### config.mk
export PLATFORM = sky130hd
export DESIGN_NAME = mlaccel_sequencer
export DESIGN_NICKNAME = d
export VERILOG_FILES = /design/src/rtl/mlaccel_sequencer.sv
export SDC_FILE = /design/constraint.sdc
export NUM_CORES = 1
export LEC_CHECK = 0
export ABC_CLOCK_PERIOD_IN_PS = 10350
export BUFFER_PORTS_ARGS = -buffer_cell sky130_fd_sc_hd__buf_4
export CAP_MARGIN = 0
export CORE_MARGIN = 2
export CORE_UTILIZATION = 60
export DETAILED_ROUTE_END_ITERATION = 8
export PLACE_DENSITY = 0.84
export REMOVE_ABC_BUFFERS = 1
export SLEW_MARGIN = 0
export SYNTH_ARGS = -nofsm -noshare
export SYNTH_HDL_FRONTEND = slang
export SYNTH_SLANG_ARGS = --single-unit
export TNS_END_PERCENT = 10
### constraint.sdc
create_clock -name clock -period 10.35 [get_ports clock]
set_input_delay 0.5175 -clock clock [delete_from_list [all_inputs] [get_ports clock]]
set_output_delay 0.5175 -clock clock [all_outputs]
set_load 0.02 [all_outputs]
### src/rtl/mlaccel_sequencer.sv
`default_nettype none
`timescale 1ns/1ps
// ============================================================================
// Module   : mlaccel_sequencer
// Brief    : Byte-stream command sequencer that loads mlaccel_compute code
//            memory and launches execution runs through its ctrl_* port.
// Revision : 1.0 - initial release
// ============================================================================
module mlaccel_sequencer #(
  parameter int N = 4
) (
  input  logic             clock,
  input  logic             reset,
  input  logic             in_valid,
  output logic             in_ready,
  input  logic [7:0]       in_data,
  output logic [10:0]      ctrl_addr,
  output logic [10:0]      ctrl_execute,
  input  logic             ctrl_busy,
  output logic [N-1:0]     ctrl_wen_coeff,
  output logic             ctrl_wen_opcode,
  output logic [8*N-1:0]   ctrl_wdata_coeff,
  output logic [31:0]      ctrl_wdata_opcode,
  output logic             err
);

  localparam int c_NARG = 4 + N;
  localparam int c_CW   = $clog2(c_NARG + 1);
  localparam int c_SW   = 8 * (c_NARG - 1);

  localparam logic [7:0] c_CMD_NOP     = 8'h00;
  localparam logic [7:0] c_CMD_SETADDR = 8'h01;
  localparam logic [7:0] c_CMD_WRITE   = 8'h02;
  localparam logic [7:0] c_CMD_EXEC    = 8'h03;

  typedef enum logic [2:0] {
    S_IDLE   = 3'd0,
    S_ARG    = 3'd1,
    S_WPULSE = 3'd2,
    S_XWAIT  = 3'd3,
    S_XPULSE = 3'd4,
    S_XHOLD  = 3'd5,
    S_XDRAIN = 3'd6
  } state_t;

  typedef enum logic [1:0] {
    K_SETADDR = 2'd0,
    K_WRITE   = 2'd1,
    K_EXEC    = 2'd2
  } kind_t;

  state_t            r_state;
  kind_t             r_kind;
  logic [c_CW-1:0]   r_cnt;
  logic [c_CW-1:0]   r_last;
  logic [c_SW-1:0]   r_args;
  logic [10:0]       r_count;
  logic              r_in_ready;
  logic [10:0]       r_addr;
  logic [10:0]       r_execute;
  logic [N-1:0]      r_wen_coeff;
  logic              r_wen_opcode;
  logic [8*N-1:0]    r_wdata_coeff;
  logic [31:0]       r_wdata_opcode;
  logic              r_err;

  logic              w_xfer;
  logic [8*c_NARG-1:0] w_full;
  logic [10:0]       w_arg2;

  // Argument bytes shift in from the top, so after the final byte the whole
  // payload sits little-endian with byte 0 in the least significant lane.
  assign w_xfer = in_valid && r_in_ready;
  assign w_full = {in_data, r_args};
  assign w_arg2 = {in_data[2:0], r_args[c_SW-1 -: 8]};

  always_ff @(posedge clock or posedge reset) begin
    if (reset) begin
      r_state        <= S_IDLE;
      r_kind         <= K_SETADDR;
      r_cnt          <= '0;
      r_last         <= '0;
      r_args         <= '0;
      r_count        <= '0;
      r_in_ready     <= 1'b0;
      r_addr         <= '0;
      r_execute      <= '0;
      r_wen_coeff    <= '0;
      r_wen_opcode   <= 1'b0;
      r_wdata_coeff  <= '0;
      r_wdata_opcode <= '0;
      r_err          <= 1'b0;
    end else begin
      r_execute    <= '0;
      r_wen_coeff  <= '0;
      r_wen_opcode <= 1'b0;
      case (r_state)
        S_IDLE: begin
          r_in_ready <= 1'b1;
          if (w_xfer) begin
            r_cnt <= '0;
            case (in_data)
              c_CMD_NOP: ;
              c_CMD_SETADDR: begin
                r_kind  <= K_SETADDR;
                r_last  <= c_CW'(1);
                r_state <= S_ARG;
              end
              c_CMD_WRITE: begin
                r_kind  <= K_WRITE;
                r_last  <= c_CW'(c_NARG - 1);
                r_state <= S_ARG;
              end
              c_CMD_EXEC: begin
                r_kind  <= K_EXEC;
                r_last  <= c_CW'(1);
                r_state <= S_ARG;
              end
              default: r_err <= 1'b1;
            endcase
          end
        end
        S_ARG: begin
          if (w_xfer) begin
            r_args <= {in_data, r_args[c_SW-1:8]};
            r_cnt  <= r_cnt + c_CW'(1);
            if (r_cnt == r_last) begin
              r_cnt <= '0;
              case (r_kind)
                K_SETADDR: begin
                  r_addr  <= w_arg2;
                  r_state <= S_IDLE;
                end
                K_WRITE: begin
                  r_wdata_opcode <= w_full[31:0];
                  r_wdata_coeff  <= w_full[8*c_NARG-1:32];
                  r_wen_opcode   <= 1'b1;
                  r_wen_coeff    <= '1;
                  r_in_ready     <= 1'b0;
                  r_state        <= S_WPULSE;
                end
                default: begin
                  if (w_arg2 == 11'd0) begin
                    r_state <= S_IDLE;
                  end else begin
                    r_count    <= w_arg2;
                    r_in_ready <= 1'b0;
                    r_state    <= S_XWAIT;
                  end
                end
              endcase
            end
          end
        end
        S_WPULSE: begin
          r_addr     <= r_addr + 11'd1;
          r_in_ready <= 1'b1;
          r_state    <= S_IDLE;
        end
        S_XWAIT: begin
          if (!ctrl_busy) begin
            r_execute <= r_count;
            r_state   <= S_XPULSE;
          end
        end
        S_XPULSE: r_state <= S_XHOLD;
        // Compute raises busy during XHOLD, so busy is only sampled from XDRAIN on.
        S_XHOLD:  r_state <= S_XDRAIN;
        S_XDRAIN: begin
          if (!ctrl_busy) begin
            r_in_ready <= 1'b1;
            r_state    <= S_IDLE;
          end
        end
        default: begin
          r_in_ready <= 1'b0;
          r_state    <= S_IDLE;
        end
      endcase
    end
  end

  assign in_ready          = r_in_ready;
  assign ctrl_addr         = r_addr;
  assign ctrl_execute      = r_execute;
  assign ctrl_wen_coeff    = r_wen_coeff;
  assign ctrl_wen_opcode   = r_wen_opcode;
  assign ctrl_wdata_coeff  = r_wdata_coeff;
  assign ctrl_wdata_opcode = r_wdata_opcode;
  assign err               = r_err;

endmodule
`default_nettype wire

Word level (Yosys, flattened, before mapping)
Cells that the tools add are included.
{"block": "classes", "mux": 35, "add_sub_neg": 2, "bitwise": 4, "eq_ne": 20, "n_reduce_logical": 25}
{"cell": "$mux 11", "count": 5}
{"cell": "$mux 4", "count": 7}
{"cell": "$pmux 11 s2", "count": 1}
{"cell": "$mux 3", "count": 6}
{"cell": "$pmux 3 s6", "count": 1}
{"cell": "$eq 8x2->1 const B", "count": 2}
{"cell": "$ne 2x2->1 const B", "count": 8}
{"cell": "$pmux 4 s2", "count": 2}
{"cell": "$reduce_and 3->1", "count": 4}
{"cell": "$reduce_and 6->1", "count": 2}
{"cell": "$add 11x1->11 const B", "count": 1}
{"cell": "$logic_not 11->1", "count": 1}
{"cell": "$eq 3x3->1 const B", "count": 3}
{"cell": "$eq 8x1->1 const B", "count": 1}
{"cell": "$logic_not 8->1", "count": 1}
{"cell": "$mux 1", "count": 8}
{"cell": "$reduce_and 4->1", "count": 2}
{"cell": "$eq 3x2->1 const B", "count": 2}
{"cell": "$pmux 2 s3", "count": 1}
{"cell": "$reduce_bool 2->1", "count": 3}
{"cell": "$reduce_or 2->1", "count": 3}
{"cell": "$reduce_or 3->1", "count": 2}
{"cell": "$reduce_and 5->1", "count": 1}
{"cell": "$add 4x1->4 const B", "count": 1}
{"cell": "other kinds (15)", "count": 18}
{"block": "word_totals", "register_bits": 173, "out_inout_bits": 93, "wordCells": 100}

Depth between registers and ports, before layout
{"block": "logic_depth", "ltp_word": 6, "depth_mapped": 7, "ltp_nobuf": 5}

Worst setup path after synthesis
Ideal clock, no wire load.
{"block": "synth_timing", "path_kind": "register -> register", "start": "register r_cnt[1]", "end": "register r_wdata_coeff[0] (netlist: ctrl_wdata_coeff[0])", "path_buffers": 2, "setup_time_ps": 125, "synth_period_minus_slack_ps": 2011, "required_ps": 10225, "slack_ps": 8339, "stages_incl_launch_ff": 7, "arrival_time_ps": 1886, "path_cell_list": "dfrtp_1 or3_4 a211oi_4 nand4b_1 buf_4 buf_6 mux2_4"}
{"block": "synth_via", "elab_chain_cells": 2}
{"item": "start, declared", "line": "54", "rtl": "logic [c_CW-1:0] r_cnt;"}
{"item": "start signal, assigned", "line": "126", "rtl": "r_cnt <= r_cnt + c_CW'(1);"}
{"item": "$eq 4x4->1", "line": "127", "rtl": "if (r_cnt == r_last) begin"}
{"item": "$reduce_and 4->1 (no source line)"}
{"item": "end signal, assigned", "line": "136", "rtl": "r_wdata_coeff <= w_full[8*c_NARG-1:32];"}
{"item": "end, declared", "line": "63", "rtl": "logic [8*N-1:0] r_wdata_coeff;"}
Every way passes these cells.
A chain may end at the register's enable or synchronous reset.

Worst setup path in the final report
{"block": "layout_timing", "start": "register r_state[0]", "end": "register r_count[3]"}
{"block": "layout_via", "elab_chain_cells": 2}
{"item": "start, declared", "line": "52", "rtl": "state_t r_state;"}
{"item": "start signal, assigned", "line": "79", "rtl": "r_state <= S_IDLE;"}
{"item": "start signal, assigned", "line": "107", "rtl": "r_state <= S_ARG;"}
{"item": "start signal, assigned", "line": "112", "rtl": "r_state <= S_ARG;"}
{"item": "$eq 3x1->1", "line": "97", "rtl": "case (r_state)"}
{"item": "$reduce_and 5->1 (no source line)"}
{"item": "end signal, assigned", "line": "146", "rtl": "r_count <= w_arg2;"}
{"item": "end, declared", "line": "57", "rtl": "logic [10:0] r_count;"}
Every way passes these cells.

==> summary.md <==
| Metric | Value |
|---|---|
| GPL Wtd Cong | approximately 0.90 |
| Largest net degree at the start of global routing | 85 |
| Startpoint Class | register |
| Layout cells sized above 1 | 47.9% |
| Final wirelength | 13600 um |
| Sequential power share | 46.5% |
| Switching power total | approximately 0.67 mW |
| Clk buf depth | 2 |
| Nets | 584 |
| Initial Utilization | about 61% |
| Clk_lat worst skew | 0.42 ns |
| Worst Setup End Kind | register |
| Setup WS post-layout | about 7 ns |
| Synthesized area per cell | about 15 sq um |
| Fin crit share | between 30 and 40% |
| Placed Cells | just under 700 |
| Commonest cells after routing, fill and taps aside | 167 x dfrtp_1, 108 x buf_4, 82 x mux2_2 |
| Synth Cell Area | approximately 0.007 sq mm |
| Final core occ | 73.4% |
| Clk_skew | 0.00672 ns |
| Final std cells w/o fill | a little over 700 |
| Cells after Synth | 471 |
| Worst-Margin Slew | 1.13 ns |
| Routed Antenna Nets | 0 |
| Wirelength per Cell | around 19 um |
| Headroom to the max-slew limit | approximately a quarter |
| Unique masters post-synth | 54 |
| Worst path cell trace | nand2b_1, nor2_4, buf_4, nand4_1, mux2_2 |
| Setup TNS | 0 ns |
| Clk pwr share | 27.7% |
| CP delay by family, top | simple AND/OR/NAND/NOR gates |
| DIE AREA | 0.0125 sq mm |
| Gr ovfl total | 0 |
| GR peak layer | met2 |
| Post-CTS Hold Buffers | 0 |
| Fmax | 289 MHz |
| Required time of the critical path | between 10 and 15 ns |
| CTS Sinks | 167 |
| Design Area, Final | roughly 0.0083 sq mm |
| All-Layer GR Usage | 22.9% |
| Initial antenna violation count | 0 |
| Power Dens Cells | ~250 mW/mm^2 |
| Yosys top cell area share | 60.0% |
| Setup WS pre-CTS | 6.97 ns |
| Worst setup path category | register to register |
| Vias in the first global route | 4461 |
| Asr flop ratio synth | 100% |
| Final Max Tran Viols | 0 |
| CTS tree | yes |
| Met1 GRT Util | a little under a third |
| Post-route DRC violation count | 0 |
| DP Area | 0.00780 sq mm |
| ANT cells | 0 |
| GR Util met2 | 37.1% |
| Min Tclk post-route | 3.46 ns |
| RSZ-0062 raised after global routing | false |
| # rows | 39 |
| Internal | roughly 1.4 mW |
| Post-synth EDFFs | 0 |
| CTS H-Tree Depth | 4 |
| Reg clk slew, reported paths | about 0.060 ns |
| Max-Cap Viols | 0 |
| Final setup violation count | 0 |
| Crit-path max FO | 36 |
| Core area | approximately 0.011 sq mm |
| Number of synthesized register bits | ~170 |
| Via-to-Cell Ratio | 5.81 |
| Switching Fraction | 32.0% |
| Port bufs | 104 |
| Cell leakage power | between 4 and 5 nW |
| P&R area growth vs syn | 19.7% |
| Sequential area share after synthesis | 60.0% |
| Yosys top cell by area | dfrtp_1 |
| Hold slack | about 0.23 ns |
| Slowest CP cell | dfrtp_1 |
| CTS root buffer | clkbuf_16 |
| Global-route wire length before repair | around 22000 um |
| DRT Pass-1 Iters | 4 |
| Yosys warns | 0 |
| Post-cts sizing count | 0 |
| Met3 Usage GRT | 5.33% |
| Logic pwr share | 25.8% |
| Outcome | finished clean |
| Worst Path Buf+Inv | 1 |
| Worst path max stage delay | 0.76 ns |
| Worst path arrival time | 3.76 ns |
| Dpl hpwl | 8730 um |
| Die Ht | 112 um |
| Vias | 4204 |
| IO Pins | around 110 |
| Area contributors post-synth | dfrtp_1 60%, mux2_2 13%, mux2_4 11%, and2_1 1.2%, buf_6 0.81% |
| Num CTS Buffers | 17 |
| DR iter-0 viols | 300 |
| Final hold violation count | 0 |
| Worst vdd ir | 148 uV |
| Hold/Removal Path Class | primary input to asynchronous set/reset pin |
| Design Power | 2.09 mW |
| Most common cell after layout, fill and taps aside | dfrtp_1 |
| FILL cells | around 740 |
| Ys flop type | dfrtp_1 |
| Post-CTS setup buffer count | 0 |
| Die X | 112 um |
==> layer usage <==
layer | vias to the layer above | part of all wire (%)
met3 | 33 | 5.5
met2 | 140 | 49
met1 | 2149 | 43
met5 | - | 0
met4 | 0 | 2.5
li1 | 1882 | -
==> state kept, by name (all words and copies together), names as in the netlist <==
signal             count
ctrl_addr             11
ctrl_execute          11
ctrl_wdata_coeff      32
ctrl_wdata_opcode     32
ctrl_wen_coeff         1
err                    1
in_ready               1
r_args                56
r_cnt                  4
r_count               11
r_kind                 2
r_last                 2
r_state                3
==> worst paths after layout <==
path	start	endpoint	slack (ns)	cells past startpoint
worst max-delay path	r_state[0]$_DFFE_PP0P_	r_count[3]$_DFFE_PP0P_	6.89	5
worst min-delay path	reset	ctrl_wdata_opcode[13]$_DFFE_PP0P_	0.23	2
worst max register to register	r_state[0]$_DFFE_PP0P_	r_count[3]$_DFFE_PP0P_	6.89	5
worst min register to register	r_count[4]$_DFFE_PP0P_	ctrl_execute[4]$_DFF_PP0_	0.49	1
max in group asynchronous	reset	r_last[1]$_DFFE_PP0P_	8.63	3
min in group clock	ctrl_busy	r_state[1]$_DFFE_PP0P_	0.37	3
==> cell usage after synthesis, types with 5 or more instances <==
master    count
and2_1       13
buf_4         5
o21ai_0       9
buf_6         5
nand4_1       5
mux2_2       82
nor3_1        5
nor2_1       10
clkbuf_1      8
dfrtp_1     167
nor4_1        7
inv_1         7
nand3_1       7
mux2_4       49
nand2b_1      5
buf_2         8
nand2_1      15
==> power groups by stage <==
| stage | Sequential (mW) | Clock (mW) | Combinational, mW |
|---|---|---|---|
| finish | 0.973 | 0.580 | 0.540 |
| CTS | 0.971 | 0.590 | 0.544 |
| global route | 0.997 | 0.618 | 0.584 |
| floorplan | 0.986 | 0 | 0.329 |
| detailed placement | 0.979 | 0 | 0.538 |
| global placement | 0.966 | 0 | 0.520 |
==> layout make-up <==
type | instances | area (sq um) | area share (%)
clock buffers | 21 | 460 | 5.52
clock inverters | 8 | 76.3 | 0.915
inverters | 7 | 31.3 | 0.375
multi-input cells | 269 | 2610 | 31.2
flip-flops and latches | 167 | 4180 | 50.1
well taps | 143 | 179 | 2.14
repair buffers | 108 | 811 | 9.72
==> cells by family (layout without fill, tap and decap cells) <==
group / Yosys count / after routing / synth area share (%)
AOI/OAI and AO/OA: 44 / 44 / 5.21
xor gates and xnor gates: 5 / 5 / 0.629
adders and majority gates: 2 / 2 / 0.359
buffers and inverters: 35 / 144 / 2.84
DFF: 167 / 167 / 60.0
muxes: 132 / 132 / 24.0
and+or+nand+nor: 86 / 86 / 7.04
(Power assumes the default switching activity.)
